<file path="config.mk">
export PLATFORM = sky130hd
export DESIGN_NAME = mem_port_arbiter_flat
export DESIGN_NICKNAME = d
export VERILOG_FILES = /design/src/rtl/mem_port_if.sv /design/src/rtl/mem_port_arbiter.sv /design/src/flat_wrapper.sv
export SDC_FILE = /design/constraint.sdc
export NUM_CORES = 1
export LEC_CHECK = 0
export CAP_MARGIN = 20
export CORE_ASPECT_RATIO = 0.8
export CORE_MARGIN = 4
export CORE_UTILIZATION = 35
export CTS_BUF_LIST = sky130_fd_sc_hd__clkbuf_2 sky130_fd_sc_hd__clkbuf_4 sky130_fd_sc_hd__clkbuf_8
export DETAILED_ROUTE_END_ITERATION = 12
export HOLD_SLACK_MARGIN = 0.06
export PLACE_DENSITY = 0.69
export SLEW_MARGIN = 10
export SYNTH_ARGS = -nofsm -noshare
export SYNTH_HDL_FRONTEND = slang
export SYNTH_SLANG_ARGS = --single-unit
</file>
<file path="constraint.sdc">
create_clock -name clk -period 1.6 [get_ports clk]
set_input_delay 0.32 -clock clk [delete_from_list [all_inputs] [get_ports clk]]
set_output_delay 0.32 -clock clk [all_outputs]
set_load 0.01 [all_outputs]
</file>
<file path="src/rtl/mem_port_if.sv">
// Memory-port arbitration bus: fetch and data request/ack channels plus the shared memory port.
// The wp_err signal exists only when VECTOR_WP_EN is defined.
interface mem_port_if #(
  parameter int ADDR_W = 8,
  parameter int DATA_W = 8
);
  logic              f_req;
  logic [ADDR_W-1:0] f_addr;
  logic              f_ack;
  logic [DATA_W-1:0] f_rdata;
  logic              d_req;
  logic              d_we;
  logic [ADDR_W-1:0] d_addr;
  logic [DATA_W-1:0] d_wdata;
  logic              d_ack;
  logic [DATA_W-1:0] d_rdata;
  logic              mem_en;
  logic              mem_we;
  logic [ADDR_W-1:0] mem_addr;
  logic [DATA_W-1:0] mem_wdata;
  logic [DATA_W-1:0] mem_rdata;
  logic              busy;
`ifdef VECTOR_WP_EN
  logic              wp_err;
`endif

  // Arbiter side: accepts requests and memory read data, drives acks and the memory port.
  modport master (
    input  f_req, f_addr, d_req, d_we, d_addr, d_wdata, mem_rdata,
    output f_ack, f_rdata, d_ack, d_rdata, mem_en, mem_we, mem_addr, mem_wdata, busy
`ifdef VECTOR_WP_EN
    , output wp_err
`endif
  );

  modport slave (
    output f_req, f_addr, d_req, d_we, d_addr, d_wdata, mem_rdata,
    input  f_ack, f_rdata, d_ack, d_rdata, mem_en, mem_we, mem_addr, mem_wdata, busy
`ifdef VECTOR_WP_EN
    , input wp_err
`endif
  );
endinterface

</file>
<file path="src/rtl/mem_port_arbiter.sv">
// Shares one byte-wide memory port between fetch and data paths: data-over-fetch priority
// with a fetch starvation guard. Define VECTOR_WP_EN to block data writes to addresses 0 and 1.
module mem_port_arbiter #(
  parameter int ADDR_W      = 8,
  parameter int DATA_W      = 8,
  parameter int WAIT_CYCLES = 1,
  parameter int STARVE_MAX  = 3
) (
  input logic       clk,
  input logic       reset,
  mem_port_if.master bus
);
  localparam int WCNT_W = (WAIT_CYCLES > 1) ? $clog2(WAIT_CYCLES) : 1;
  localparam int SW     = (STARVE_MAX > 0) ? $clog2(STARVE_MAX + 1) : 1;
  localparam logic [WCNT_W-1:0] WCNT_LAST  = WCNT_W'(WAIT_CYCLES - 1);
  localparam logic [SW-1:0]     STARVE_TOP = SW'(STARVE_MAX);

  typedef enum logic [1:0] {S_IDLE, S_ACCESS, S_ACK} state_t;

  state_t            state_q, state_d;
  logic [WCNT_W-1:0] wcnt_q, wcnt_d;
  logic [SW-1:0]     starve_q, starve_d;
  logic              gnt_f_q, gnt_f_d;
  logic              we_q, we_d;
  logic              mem_en_q, mem_en_d;
  logic              mem_we_q, mem_we_d;
  logic [ADDR_W-1:0] mem_addr_q, mem_addr_d;
  logic [DATA_W-1:0] mem_wdata_q, mem_wdata_d;
  logic              f_ack_q, f_ack_d;
  logic              d_ack_q, d_ack_d;
  logic [DATA_W-1:0] f_rdata_q, f_rdata_d;
  logic [DATA_W-1:0] d_rdata_q, d_rdata_d;
  logic              busy_q, busy_d;
  logic              take_f;
  logic              wp_hit;
`ifdef VECTOR_WP_EN
  logic              blk_q, blk_d;
  logic              wp_err_q, wp_err_d;

  // Reset and interrupt vectors live at addresses 0 and 1.
  assign wp_hit = bus.d_we && (bus.d_addr[ADDR_W-1:1] == '0);
`else
  assign wp_hit = 1'b0;
`endif

  always_comb begin
    state_d     = state_q;
    wcnt_d      = wcnt_q;
    starve_d    = starve_q;
    gnt_f_d     = gnt_f_q;
    we_d        = we_q;
    mem_en_d    = mem_en_q;
    mem_we_d    = mem_we_q;
    mem_addr_d  = mem_addr_q;
    mem_wdata_d = mem_wdata_q;
    f_ack_d     = 1'b0;
    d_ack_d     = 1'b0;
    f_rdata_d   = f_rdata_q;
    d_rdata_d   = d_rdata_q;
    take_f      = 1'b0;
`ifdef VECTOR_WP_EN
    blk_d       = blk_q;
    wp_err_d    = 1'b0;
`endif
    case (state_q)
      S_IDLE: begin
        if (bus.f_req || bus.d_req) begin
          take_f   = bus.f_req && (!bus.d_req || (starve_q == STARVE_TOP));
          state_d  = S_ACCESS;
          wcnt_d   = '0;
          mem_en_d = 1'b1;
          gnt_f_d  = take_f;
          if (take_f) begin
            mem_addr_d  = bus.f_addr;
            mem_wdata_d = '0;
            we_d        = 1'b0;
            mem_we_d    = 1'b0;
            starve_d    = '0;
`ifdef VECTOR_WP_EN
            blk_d       = 1'b0;
`endif
          end else begin
            mem_addr_d  = bus.d_addr;
            mem_wdata_d = bus.d_wdata;
            we_d        = bus.d_we;
            mem_we_d    = bus.d_we && !wp_hit;
            if (bus.f_req && (starve_q != STARVE_TOP)) starve_d = starve_q + 1'b1;
`ifdef VECTOR_WP_EN
            blk_d       = wp_hit;
`endif
          end
        end
      end
      S_ACCESS: begin
        if (wcnt_q == WCNT_LAST) begin
          // Memory read data is taken at the end of the last enable cycle.
          state_d  = S_ACK;
          mem_en_d = 1'b0;
          mem_we_d = 1'b0;
          if (gnt_f_q) begin
            f_ack_d   = 1'b1;
            f_rdata_d = bus.mem_rdata;
          end else begin
            d_ack_d = 1'b1;
            if (!we_q) d_rdata_d = bus.mem_rdata;
`ifdef VECTOR_WP_EN
            wp_err_d = blk_q;
`endif
          end
        end else begin
          wcnt_d = wcnt_q + 1'b1;
        end
      end
      S_ACK: state_d = S_IDLE;
      default: state_d = S_IDLE;
    endcase
    busy_d = (state_d != S_IDLE);
  end

  always_ff @(posedge clk) begin
    if (reset) begin
      state_q     <= S_IDLE;
      wcnt_q      <= '0;
      starve_q    <= '0;
      gnt_f_q     <= 1'b0;
      we_q        <= 1'b0;
      mem_en_q    <= 1'b0;
      mem_we_q    <= 1'b0;
      mem_addr_q  <= '0;
      mem_wdata_q <= '0;
      f_ack_q     <= 1'b0;
      d_ack_q     <= 1'b0;
      f_rdata_q   <= '0;
      d_rdata_q   <= '0;
      busy_q      <= 1'b0;
`ifdef VECTOR_WP_EN
      blk_q       <= 1'b0;
      wp_err_q    <= 1'b0;
`endif
    end else begin
      state_q     <= state_d;
      wcnt_q      <= wcnt_d;
      starve_q    <= starve_d;
      gnt_f_q     <= gnt_f_d;
      we_q        <= we_d;
      mem_en_q    <= mem_en_d;
      mem_we_q    <= mem_we_d;
      mem_addr_q  <= mem_addr_d;
      mem_wdata_q <= mem_wdata_d;
      f_ack_q     <= f_ack_d;
      d_ack_q     <= d_ack_d;
      f_rdata_q   <= f_rdata_d;
      d_rdata_q   <= d_rdata_d;
      busy_q      <= busy_d;
`ifdef VECTOR_WP_EN
      blk_q       <= blk_d;
      wp_err_q    <= wp_err_d;
`endif
    end
  end

  assign bus.f_ack     = f_ack_q;
  assign bus.f_rdata   = f_rdata_q;
  assign bus.d_ack     = d_ack_q;
  assign bus.d_rdata   = d_rdata_q;
  assign bus.mem_en    = mem_en_q;
  assign bus.mem_we    = mem_we_q;
  assign bus.mem_addr  = mem_addr_q;
  assign bus.mem_wdata = mem_wdata_q;
  assign bus.busy      = busy_q;
`ifdef VECTOR_WP_EN
  assign bus.wp_err    = wp_err_q;
`endif
endmodule
</file>
<file path="src/flat_wrapper.sv">
// flat-port wrapper written by rule: the top's interface ports become plain ports
module mem_port_arbiter_flat 
#(
  parameter int ADDR_W      = 8,
  parameter int DATA_W      = 8,
  parameter int WAIT_CYCLES = 1,
  parameter int STARVE_MAX  = 3
)
  (clk, reset, bus_f_req, bus_f_addr, bus_d_req, bus_d_we, bus_d_addr, bus_d_wdata, bus_mem_rdata, bus_f_ack, bus_f_rdata, bus_d_ack, bus_d_rdata, bus_mem_en, bus_mem_we, bus_mem_addr, bus_mem_wdata, bus_busy);
  mem_port_if #(.ADDR_W(ADDR_W), .DATA_W(DATA_W)) bus_i ();
  input logic clk;
  input logic reset;
  input wire logic [$bits(bus_i.f_req)-1:0] bus_f_req;
  input wire logic [$bits(bus_i.f_addr)-1:0] bus_f_addr;
  input wire logic [$bits(bus_i.d_req)-1:0] bus_d_req;
  input wire logic [$bits(bus_i.d_we)-1:0] bus_d_we;
  input wire logic [$bits(bus_i.d_addr)-1:0] bus_d_addr;
  input wire logic [$bits(bus_i.d_wdata)-1:0] bus_d_wdata;
  input wire logic [$bits(bus_i.mem_rdata)-1:0] bus_mem_rdata;
  output wire logic [$bits(bus_i.f_ack)-1:0] bus_f_ack;
  output wire logic [$bits(bus_i.f_rdata)-1:0] bus_f_rdata;
  output wire logic [$bits(bus_i.d_ack)-1:0] bus_d_ack;
  output wire logic [$bits(bus_i.d_rdata)-1:0] bus_d_rdata;
  output wire logic [$bits(bus_i.mem_en)-1:0] bus_mem_en;
  output wire logic [$bits(bus_i.mem_we)-1:0] bus_mem_we;
  output wire logic [$bits(bus_i.mem_addr)-1:0] bus_mem_addr;
  output wire logic [$bits(bus_i.mem_wdata)-1:0] bus_mem_wdata;
  output wire logic [$bits(bus_i.busy)-1:0] bus_busy;
  assign bus_i.f_req = bus_f_req;
  assign bus_i.f_addr = bus_f_addr;
  assign bus_i.d_req = bus_d_req;
  assign bus_i.d_we = bus_d_we;
  assign bus_i.d_addr = bus_d_addr;
  assign bus_i.d_wdata = bus_d_wdata;
  assign bus_i.mem_rdata = bus_mem_rdata;
  assign bus_f_ack = bus_i.f_ack;
  assign bus_f_rdata = bus_i.f_rdata;
  assign bus_d_ack = bus_i.d_ack;
  assign bus_d_rdata = bus_i.d_rdata;
  assign bus_mem_en = bus_i.mem_en;
  assign bus_mem_we = bus_i.mem_we;
  assign bus_mem_addr = bus_i.mem_addr;
  assign bus_mem_wdata = bus_i.mem_wdata;
  assign bus_busy = bus_i.busy;
  mem_port_arbiter #(.ADDR_W(ADDR_W), .DATA_W(DATA_W), .WAIT_CYCLES(WAIT_CYCLES), .STARVE_MAX(STARVE_MAX)) u_core (.clk(clk), .reset(reset), .bus(bus_i));
endmodule
</file>
==> results by group, run 1 <==
Detailed routing
  • First DRT Iteration DRCs: 79
  • Routed vias/inst: 5.02
  • Iteration count of the initial detailed-routing pass: 4
  • WL final: 4.64 mm
  • Via count: 1656
  • Routed length per instance: 14.1 um
  • Final antenna-violating net count: 0
  • Drt drc: 0

Layout
  • Area Overhead vs Synth: 57.9%
  • Area of the multi-input gates: 742 um^2
  • Antenna Cells: 0
  • Nets: 308
  • Final instance area: 0.00263 mm^2
  • # fillers: 421
  • Layout cells sized above 1: 9.26%
  • Register area: 861 um^2

Clock tree
  • Htree depth: 2
  • Worst-path clk slew: 80 ps
  • TritonCTS Sinks: 43
  • Worst-Skew Late Latency: 290 ps
  • Root Driver: clkbuf_8
  • Post-CTS Hold Buffers: 0
  • Max Root-Sink Buffers: 2
  • TritonCTS clock tree: yes
  • TritonCTS Buffers: 5

Setup path
  • Slowest cell on crit path: clkdlybuf4s50_1
  • R2R Path End: u_core.bus.d_rdata[2]
  • CP cell instances: clkdlybuf4s50_1
  • Crit Path Max Fanout: 2
  • Worst Path Class, Setup: reg2out
  • Reg2reg start: u_core.state_q[0]
  • Worst R2R Setup Slack: 160 ps
  • CP peak stage delay: 550 ps
  • R2r worst-path depth: 3
  • Crit end category: output pin
  • CP Buf/Inv Count: 1
  • Largest delay share family, worst path: buffers and inverters
  • Critical Path RT: 1280 ps
  • Arrival time worst endpoint: 1190 ps
  • Startpoint Class: flop

Worst hold path
  • Min-Delay Endpoint: u_core.bus.d_rdata[1]
  • HP Class: reg2reg
  • Worst hold path startpoint: u_core.bus.d_rdata[1]
  • Hold Path Stages: 2

Timing
  • RSZ-0062 raised after global routing: false
  • Hold Worst Slack: 456 ps
  • FMAX: 0.661 GHz
  • Hold Violations, Final: 0
  • Slew headroom: 76.1%
  • Tmin final: 1510 ps
  • Setup Skew: 3.95 ps
  • TNS Setup: 0 ps
  • Fin. max-slew vios: 0
  • Crit share post-route: 94.6%
  • Setup violations, final: 0
  • Worst-Margin Slew: 358 ps

Yosys
  • Mux share of post-synthesis cell area: 4.81%
  • Mean Syn Cell Area: 8.72 um^2
  • Synth Area in Compound Gates: 19.4%
  • Syn_nets: 229
  • XOR/XNOR Fraction of Synth Area: 0%
  • Yosys Warn Count: 0
  • Seq/Total Area, Yosys: 51.7%
  • Top post-synthesis cells by area: dfxtp_1 (52%), a21oi_1 (9.3%), nand3_1 (5.4%)
  • Synthesized flop and latch total: 43
  • Combinational family with the most area after synthesis: simple AND/OR/NAND/NOR gates
  • Distinct cells, synth: 25
  • Synth Instances: 191
  • Simple-gate share of the synthesized area: 19.5%
  • Synth Area in Adders: 0.751%
  • Synth Cell Area: 0.00167 mm^2
  • Post-synth top area cell: dfxtp_1
  • Post-synth top area share: 51.7%

Global route
  • Initial antenna violation count: 0
  • Gr ovfl total: 0
  • Vias in the first global route: 1642
  • Pin count of the biggest net entering global routing: 44
  • Tot GR Track Use: 16.0%
  • First-pass GRT wire length: 7.74 mm

Place
  • DP Area: 0.00252 mm^2
  • Port buffer count: 73
  • Dpl hpwl: 3.32 mm
  • Placer Congestion: 0.761

Die
  • Initial Util: 36.2%
  • Row cnt: 22
  • DIE AREA: 0.00593 mm^2
  • Core Region: 0.00460 mm^2
  • IO Pins: 74
  • Chip height: 69.7 um
  • Die W: 85.1 um

Power and ir drop
  • Pwr per Cell Area: 943 mW/mm^2
  • Lkg Pwr: 1.01 nW
  • Peak VDD IR: 0.411 mV

Status
  • Status: finished clean

Job
  • MaxCap Viol Count: 0
-- sequential cells by signal, summed over array words and instances (netlist names) --
name                  cells
u_core.bus.mem_addr       8
u_core.bus.busy           1
u_core.state_q            2
u_core.bus.d_ack          1
u_core.bus.f_ack          1
u_core.bus.mem_en         1
u_core.starve_q           2
u_core.bus.mem_we         1
u_core.gnt_f_q            1
u_core.bus.f_rdata        8
u_core.we_q               1
u_core.bus.mem_wdata      8
u_core.bus.d_rdata        8
-- how the worst max path moves through the flow --
| stage | startpoint | to | slack, ps | depth (start not counted) |
|---|---|---|---|---|
| floorplan | u_core.starve_q[0] | u_core.starve_q[0] | 260 | 5 |
| global placement | bus_f_req | u_core.bus.mem_addr[6] | -130 | 5 |
| detailed placement | bus_f_req | u_core.bus.mem_addr[5] | -180 | 5 |
| CTS | u_core.state_q[0] | u_core.bus.mem_addr[3] | 70 | 3 |
| global route | u_core.state_q[0] | u_core.bus.d_rdata[6] | 40 | 3 |
| finish | u_core.bus.mem_addr[6] | bus_mem_addr[6] | 90 | 1 |
-- layout make-up --
cell class | instances | share of cell area (%)
repair buffers | 86 | 32.0
well taps | 60 | 2.86
clock buffers | 6 | 2.90
inverters | 1 | 0.143
flip-flops and latches | 43 | 32.7
multi-input cells | 133 | 28.2
clock inverters | 1 | 1.14
-- stage by stage --
stage	power, mW	worst slack [ps]	cells	utilization, %
2_1_floorplan	1.40	262	191	-
3_3_place_gp	1.68	-134	323	54.8
3_5_place_dp	1.69	-175	323	54.8
4_1_cts	2.51	69.9	330	57.1
5_1_grt	2.59	40.1	330	57.2
6_report	2.48	86.5	330	57.2
-- kinds of logic after synthesis --
group           after synthesis
compound gates               58
flops                        43
simple gates                 66
buf+inv                      15
mux                           8
fa+ha+maj                     1
-- metal layers --
layer	up-vias	GRT usage, %	part of all wire [%]
met4	0	5.27	1.2
met1	768	21.1	48
li1	832	-	-
met3	5	4.04	5.2
met5	-	0	0
met2	51	25.3	46
-- cells in the final DEF (no fill, tap or decap), types with 5 or more instances in the layout --
cell | synthesis | layout
clkdlybuf4s50_1 | 0 | 73
dfxtp_1 | 43 | 43
a21oi_1 | 31 | 31
nand2_1 | 21 | 21
o21ai_0 | 18 | 18
nand3_1 | 18 | 18
nor2_1 | 14 | 13
buf_4 | 0 | 12
a311oi_1 | 8 | 8
mux2i_1 | 8 | 8
clkbuf_8 | 0 | 5
-- synthesized netlist by cell type --
library cell and number:
a21oi_1 31, a311oi_1 8, buf_2 1, buf_6 1, clkbuf_1 12, dfxtp_1 43, ha_1 1, inv_1 1
mux2i_1 8, nand2_1 21, nand2b_1 2, nand3_1 18, nand3b_1 1, nand4_1 1, nor2_1 14, nor2b_1 1
nor3_1 1, nor3b_2 1, nor4b_2 1, o211ai_1 1, o21ai_0 18, or2_2 2, or3_1 1, or3b_1 1
or4b_1 1
-- power by group --
part           switching [mW]  internal [mW]  total [mW]  leakage, nW
clock network           0.340          0.474       0.815       0.0547
logic                   0.211          0.272       0.484        0.603
registers              0.0430           1.14        1.18        0.352
-- timing repair --
item                                    CTS  global route
buffers inserted                          0             0
gates resized for setup                   0             1
endpoints found under the setup margin    0             8
Power figures use the tool's default switching activity.
==> run 2, diff against run 1 <==
Settings changed: GPL_TIMING_DRIVEN set to 0.
Clock period 1.6 ns to 1.81 ns, I/O delays scaled along.
==> results by group, run 2 (synthesized netlist as in run 1, its figures left out) <==
Status
  • Status: finished clean

Power and ir drop
  • Pwr Total: 2.05 mW (-18%)
  • Pwr per Cell Area: 803 mW/mm^2 (-15%)
  • Lkg Pwr: 0.954 nW (-5.6%)
  • Peak VDD IR: 0.389 mV (-5.3%)

Layout
  • Antenna Cells: 0 (unchanged)
  • Area Overhead vs Synth: 53.0%
  • Most common cell after layout, fill and taps aside: clkdlybuf4s50_1
  • Most frequent cells in the layout: clkdlybuf4s50_1 (72), dfxtp_1 (43), a21oi_1 (31), nand2_1 (21)
  • Layout cells sized above 1: 4.81% (-4.4 points)
  • Nets: 308 (unchanged)
  • Final instance area: 0.00255 mm^2 (-3.0%)

Clock tree
  • Htree depth: 2 (unchanged)
  • Root Driver: clkbuf_8
  • Worst-Skew Late Latency: 280 ps (about the same)
  • TritonCTS Buffers: 5 (unchanged)
  • Setup Fix Bufs, Post-CTS: 0 (unchanged)
  • TritonCTS clock tree: yes
  • Post-CTS Hold Buffers: 0 (unchanged)
  • Max Root-Sink Buffers: 2 (unchanged)
  • TritonCTS Sinks: 43 (unchanged)
  • Worst-path clk slew: 80 ps (about the same)
  • Resized cells post-CTS: 0 (unchanged)

Place
  • DP Area: 0.00246 mm^2 (-2.3%)
  • Placer Congestion: 0.707 (-7.1%)
  • Port buffer count: 72 (-1.4%)
  • Dpl hpwl: 3.44 mm (+3.8%)

Global route
  • Gr ovfl total: 0 (unchanged)
  • Met3 Usage GRT: 4.39% (+0.36 points)
  • Met2 usage: 25.0% (-0.34 points)
  • Tot GR Track Use: 15.7% (-0.30 points)
  • Grt met1 use: 20.5% (-0.61 points)
  • First-pass GRT wire length: 7.56 mm (-2.4%)
  • Pin count of the biggest net entering global routing: 13 (-70%)
  • Initial antenna violation count: 0 (unchanged)
  • GRT Max-Usage Layer: met2
  • Vias in the first global route: 1631 (-0.67%)

Detailed routing
  • Routed length per instance: 14.0 um (-0.19%)
  • Final antenna-violating net count: 0 (unchanged)
  • Via count: 1678 (+1.3%)
  • Drt drc: 0 (unchanged)
  • Iteration count of the initial detailed-routing pass: 4 (unchanged)
  • First DRT Iteration DRCs: 44 (-44%)
  • WL final: 4.63 mm (-0.19%)
  • Routed vias/inst: 5.08 (+1.3%)

Timing
  • Hold Violations, Final: 0 (unchanged)
  • RSZ-0062 raised after global routing: false
  • Fin. max-slew vios: 0 (unchanged)
  • Slew headroom: 49.4% (-27 points)
  • Worst-Margin Slew: 757 ps (+399 ps)
  • Tmin final: 1680 ps
  • Crit share post-route: 92.7%
  • FMAX: 0.596 GHz
  • Setup Skew: 7.15 ps (+3.20 ps)
  • Setup violations, final: 0 (unchanged)
  • Hold Worst Slack: 422 ps (-34.1 ps)

Job
  • MaxCap Viol Count: 0 (unchanged)

Setup path
  • Worst Path Class, Setup: in2reg
  • CP cell instances: clkdlybuf4s50_1 -> nor2b_1 -> o21ai_0 -> a311oi_1
  • Crit end category: flop
  • CP Buf/Inv Count: 1 (unchanged)
  • Slowest cell on crit path: clkdlybuf4s50_1
  • Crit Path Max Fanout: 9 (+7)
  • Critical Path RT: 2000 ps (+720 ps)
  • CP peak stage delay: 530 ps (-20 ps)
  • Startpoint Class: input pin
  • Largest delay share family, worst path: buffers and inverters
  • Worst R2R Setup Slack: 220 ps (+60 ps)
  • Arrival time worst endpoint: 1870 ps (+680 ps)

Die
  • Core Region: 0.00460 mm^2 (unchanged)
  • IO Pins: 74 (unchanged)
  • Chip height: 69.7 um (unchanged)
  • Initial Util: 36.2% (unchanged)
  • Row cnt: 22 (unchanged)
  • DIE AREA: 0.00593 mm^2 (unchanged)
  • Die W: 85.1 um (unchanged)

Worst hold path
  • HP Class: in2reg
-- run 2: report_power, final --
group / switching, mW / total [mW] / internal (mW)
combinational: 0.189 / 0.410 / 0.221
clock: 0.295 / 0.594 / 0.299
sequential: 0.0349 / 1.04 / 1.01
-- run 2: worst register-to-register path, stage by stage (launching register included) --
cell	delay (ps)
dfxtp_1	380
or2_2	340
nor2_1	510
a311oi_1	200
-- run 2: worst paths after layout --
check / start / endpoint / cells past startpoint
setup / recovery: bus_d_req / u_core.bus.mem_addr[5] / 4
hold / removal: reset / u_core.bus.mem_addr[1] / 2
setup reg to reg: u_core.state_q[0] / u_core.bus.mem_addr[7] / 3
hold reg to reg: u_core.bus.d_rdata[6] / u_core.bus.d_rdata[6] / 2
-- run 2: cell type report --
class / instances / area, um^2
plain buffers: 14 / 61.3
clock buffers: 6 / 82.6
clock inverters: 1 / 5.00
fillers: 424 / 2050
inverters: 1 / 3.75
multi-input cells: 133 / 739
flip-flops and latches: 43 / 861
well taps: 60 / 75.1
repair buffers: 72 / 721
-- run 2: stage by stage --
step | utilization (%) | instances | TNS (ps) | setup slack, ps
floorplan | - | 191 | 0 | 472
global placement | 53.5 | 323 | -669 | -133
detailed placement | 53.5 | 323 | -766 | -147
CTS | 55.4 | 330 | 0 | 157
global route | 55.4 | 330 | 0 | 15.2
finish | 55.4 | 330 | 0 | 133
-- run 2: routing by layer --
layer  up-vias  wire length (um)
met3         4               232
met1       798              2160
met5         -                 0
li1        834                 -
met2        42              2200
met4         0                39
==> run 3, diff against run 2 <==
Settings changed: CORE_UTILIZATION 35 to 46, PLACE_DENSITY 0.69 to 0.87, RECOVER_POWER set to 25.
==> results by group, run 3 (synthesized netlist as in run 1, its figures left out) <==
Global route
  • Tot GR Track Use: 20.4% (+4.7 points)
  • Pin count of the biggest net entering global routing: 13 (unchanged)
  • Initial antenna violation count: 0 (unchanged)
  • First-pass GRT wire length: 7.20 mm (-4.8%)
  • Vias in the first global route: 1602 (-1.8%)
  • Gr ovfl total: 0 (unchanged)

Die
  • DIE AREA: 0.00465 mm^2 (-22%)
  • Die W: 75.3 um (-12%)
  • Core Region: 0.00345 mm^2 (-25%)
  • IO Pins: 74 (unchanged)
  • Initial Util: 48.3% (+12 points)
  • Row cnt: 19 (-14%)
  • Chip height: 61.8 um (-11%)

Status
  • Status: finished clean

Timing
  • Worst setup margin: 153 ps (+20.1 ps)
  • Setup Skew: 4.25 ps (-2.90 ps)
  • Hold Violations, Final: 0 (unchanged)
  • Worst-Margin Slew: 721 ps (-35.6 ps)
  • Setup violations, final: 0 (unchanged)
  • Tmin final: 1660 ps (-20.1 ps)
  • RSZ-0062 raised after global routing: false
  • Slew headroom: 51.8% (+2.4 points)
  • Crit share post-route: 91.6% (-1.1 points)
  • Hold Worst Slack: 422 ps (-0.0960 ps)
  • FMAX: 0.603 GHz (+1.2%)
  • Fin. max-slew vios: 0 (unchanged)

Power and ir drop
  • Clock power frac: 29.4% (+0.3 points)
  • Logic pwr share: 19.9% (about the same)
  • Cell-internal power: 1.52 mW (-0.33%)
  • Switching power: 529 uW (+2.1%)
  • Reg power frac: 50.8% (about the same)
  • Pwr Total: 2.05 mW (+0.27%)
  • Sw Ratio: 25.8% (+0.45 points)
  • Lkg Pwr: 0.975 nW (+2.2%)
  • Peak VDD IR: 0.500 mV (+29%)
  • Pwr per Cell Area: 814 mW/mm^2 (+1.5%)

Clock tree
  • TritonCTS Buffers: 5 (unchanged)
  • Setup Fix Bufs, Post-CTS: 0 (unchanged)
  • Worst-path clk slew: 70 ps (about the same)
  • Post-CTS Hold Buffers: 0 (unchanged)
  • Worst-Skew Late Latency: 290 ps (about the same)
  • Htree depth: 2 (unchanged)
  • Resized cells post-CTS: 0 (unchanged)
  • TritonCTS Sinks: 43 (unchanged)
  • TritonCTS clock tree: yes
  • Max Root-Sink Buffers: 2 (unchanged)
  • Root Driver: clkbuf_8

Setup path
  • R2R Path End: u_core.bus.mem_addr[5]
  • Crit end category: flop
  • Worst Path Class, Setup: in2reg
  • Critical Path RT: 2000 ps (about the same)
  • Worst R2R Setup Slack: 160 ps (-60 ps)
  • R2r worst-path depth: 4 (+1)
  • Arrival time worst endpoint: 1850 ps (-20 ps)
  • Startpoint Class: input pin
  • Reg2reg start: u_core.state_q[1]
  • Crit Path Max Fanout: 9 (unchanged)

Detailed routing
  • Via count: 1686 (+0.48%)
  • WL final: 4.62 mm (-0.17%)
  • First DRT Iteration DRCs: 111 (+150%)
  • Final antenna-violating net count: 0 (unchanged)
  • Iteration count of the initial detailed-routing pass: 4 (unchanged)
  • Routed length per instance: 14.8 um (+5.6%)
  • Drt drc: 0 (unchanged)
  • Routed vias/inst: 5.40 (+6.3%)

Layout
  • Antenna Cells: 0 (unchanged)
  • # fillers: 265 (-38%)
  • Most common cell after layout, fill and taps aside: clkdlybuf4s50_1
  • Area Overhead vs Synth: 51.2%
  • Nets: 308 (unchanged)
  • Most frequent cells in the layout: clkdlybuf4s50_1 (64), dfxtp_1 (43), a21oi_1 (31), nand2_1 (21)
  • Core Util, Final: 73.1% (+18 points)
  • Layout cells sized above 1: 4.44% (-0.37 points)

Worst hold path
  • Hold Path Stages: 2 (unchanged)
  • Worst hold path startpoint: reset
  • HP Class: in2reg
  • Min-Delay Endpoint: u_core.bus.mem_addr[0]

Place
  • Pre-CTS setup slack: -148 ps (-0.877 ps)
  • Placer Congestion: 0.784 (+11%)
  • Dpl hpwl: 3.43 mm (-0.47%)
  • Port buffer count: 72 (unchanged)

Job
  • MaxCap Viol Count: 0 (unchanged)
## run 3: critical path, stage by stage
cell and delay [ps]:
clkdlybuf4s50_1 530, nor2b_1 480, o21ai_0 170, a311oi_1 300
## run 3: cell type report
class	count	area, um^2	area share [%]
flip-flops and latches	43	861	34.2
multi-input cells	133	739	29.4
well taps	42	52.6	2.09
repair buffers	72	721	28.6
clock buffers	6	82.6	3.28
plain buffers	14	53.8	2.14
clock inverters	1	5.00	0.199
inverters	1	3.75	0.149
## run 3: worst max path at each step
| stage | from | end | slack, ps | cells after the start |
|---|---|---|---|---|
| 2_1_floorplan | u_core.starve_q[0] | u_core.starve_q[0] | 470 | 5 |
| 3_3_place_gp | bus_d_req | u_core.bus.mem_addr[2] | -60 | 4 |
| 3_5_place_dp | bus_d_req | u_core.bus.mem_addr[5] | -150 | 4 |
| 4_1_cts | bus_d_req | u_core.bus.mem_addr[5] | 170 | 4 |
| 5_1_grt | bus_d_req | u_core.bus.mem_addr[2] | 80 | 4 |
| 6_report | bus_d_req | u_core.bus.mem_addr[5] | 150 | 4 |
## run 3: through the flow
stage	std cells	cell area, um^2	setup TNS [ps]
global route	312	2520	0
floorplan	191	1670	0
global placement	305	2440	-221
finish	312	2520	0
detailed placement	305	2440	-589
CTS	312	2530	0
## run 3: power by group through the flow
stage	registers [mW]	logic, mW	clock network [mW]
2_1_floorplan	1.08	0.156	0
3_3_place_gp	1.06	0.401	0
3_5_place_dp	1.06	0.411	0
4_1_cts	1.04	0.414	0.602
5_1_grt	1.05	0.443	0.638
6_report	1.04	0.408	0.602
## run 3: routing by layer
layer	track usage [%]	part of all wire (%)	up-vias	routed length, um
met3	4.18	7.4	5	343
met1	26.9	42	773	1930
met4	5.99	0.99	0	46
li1	-	-	836	-
met5	0	0	-	0
met2	34.2	50	72	2300
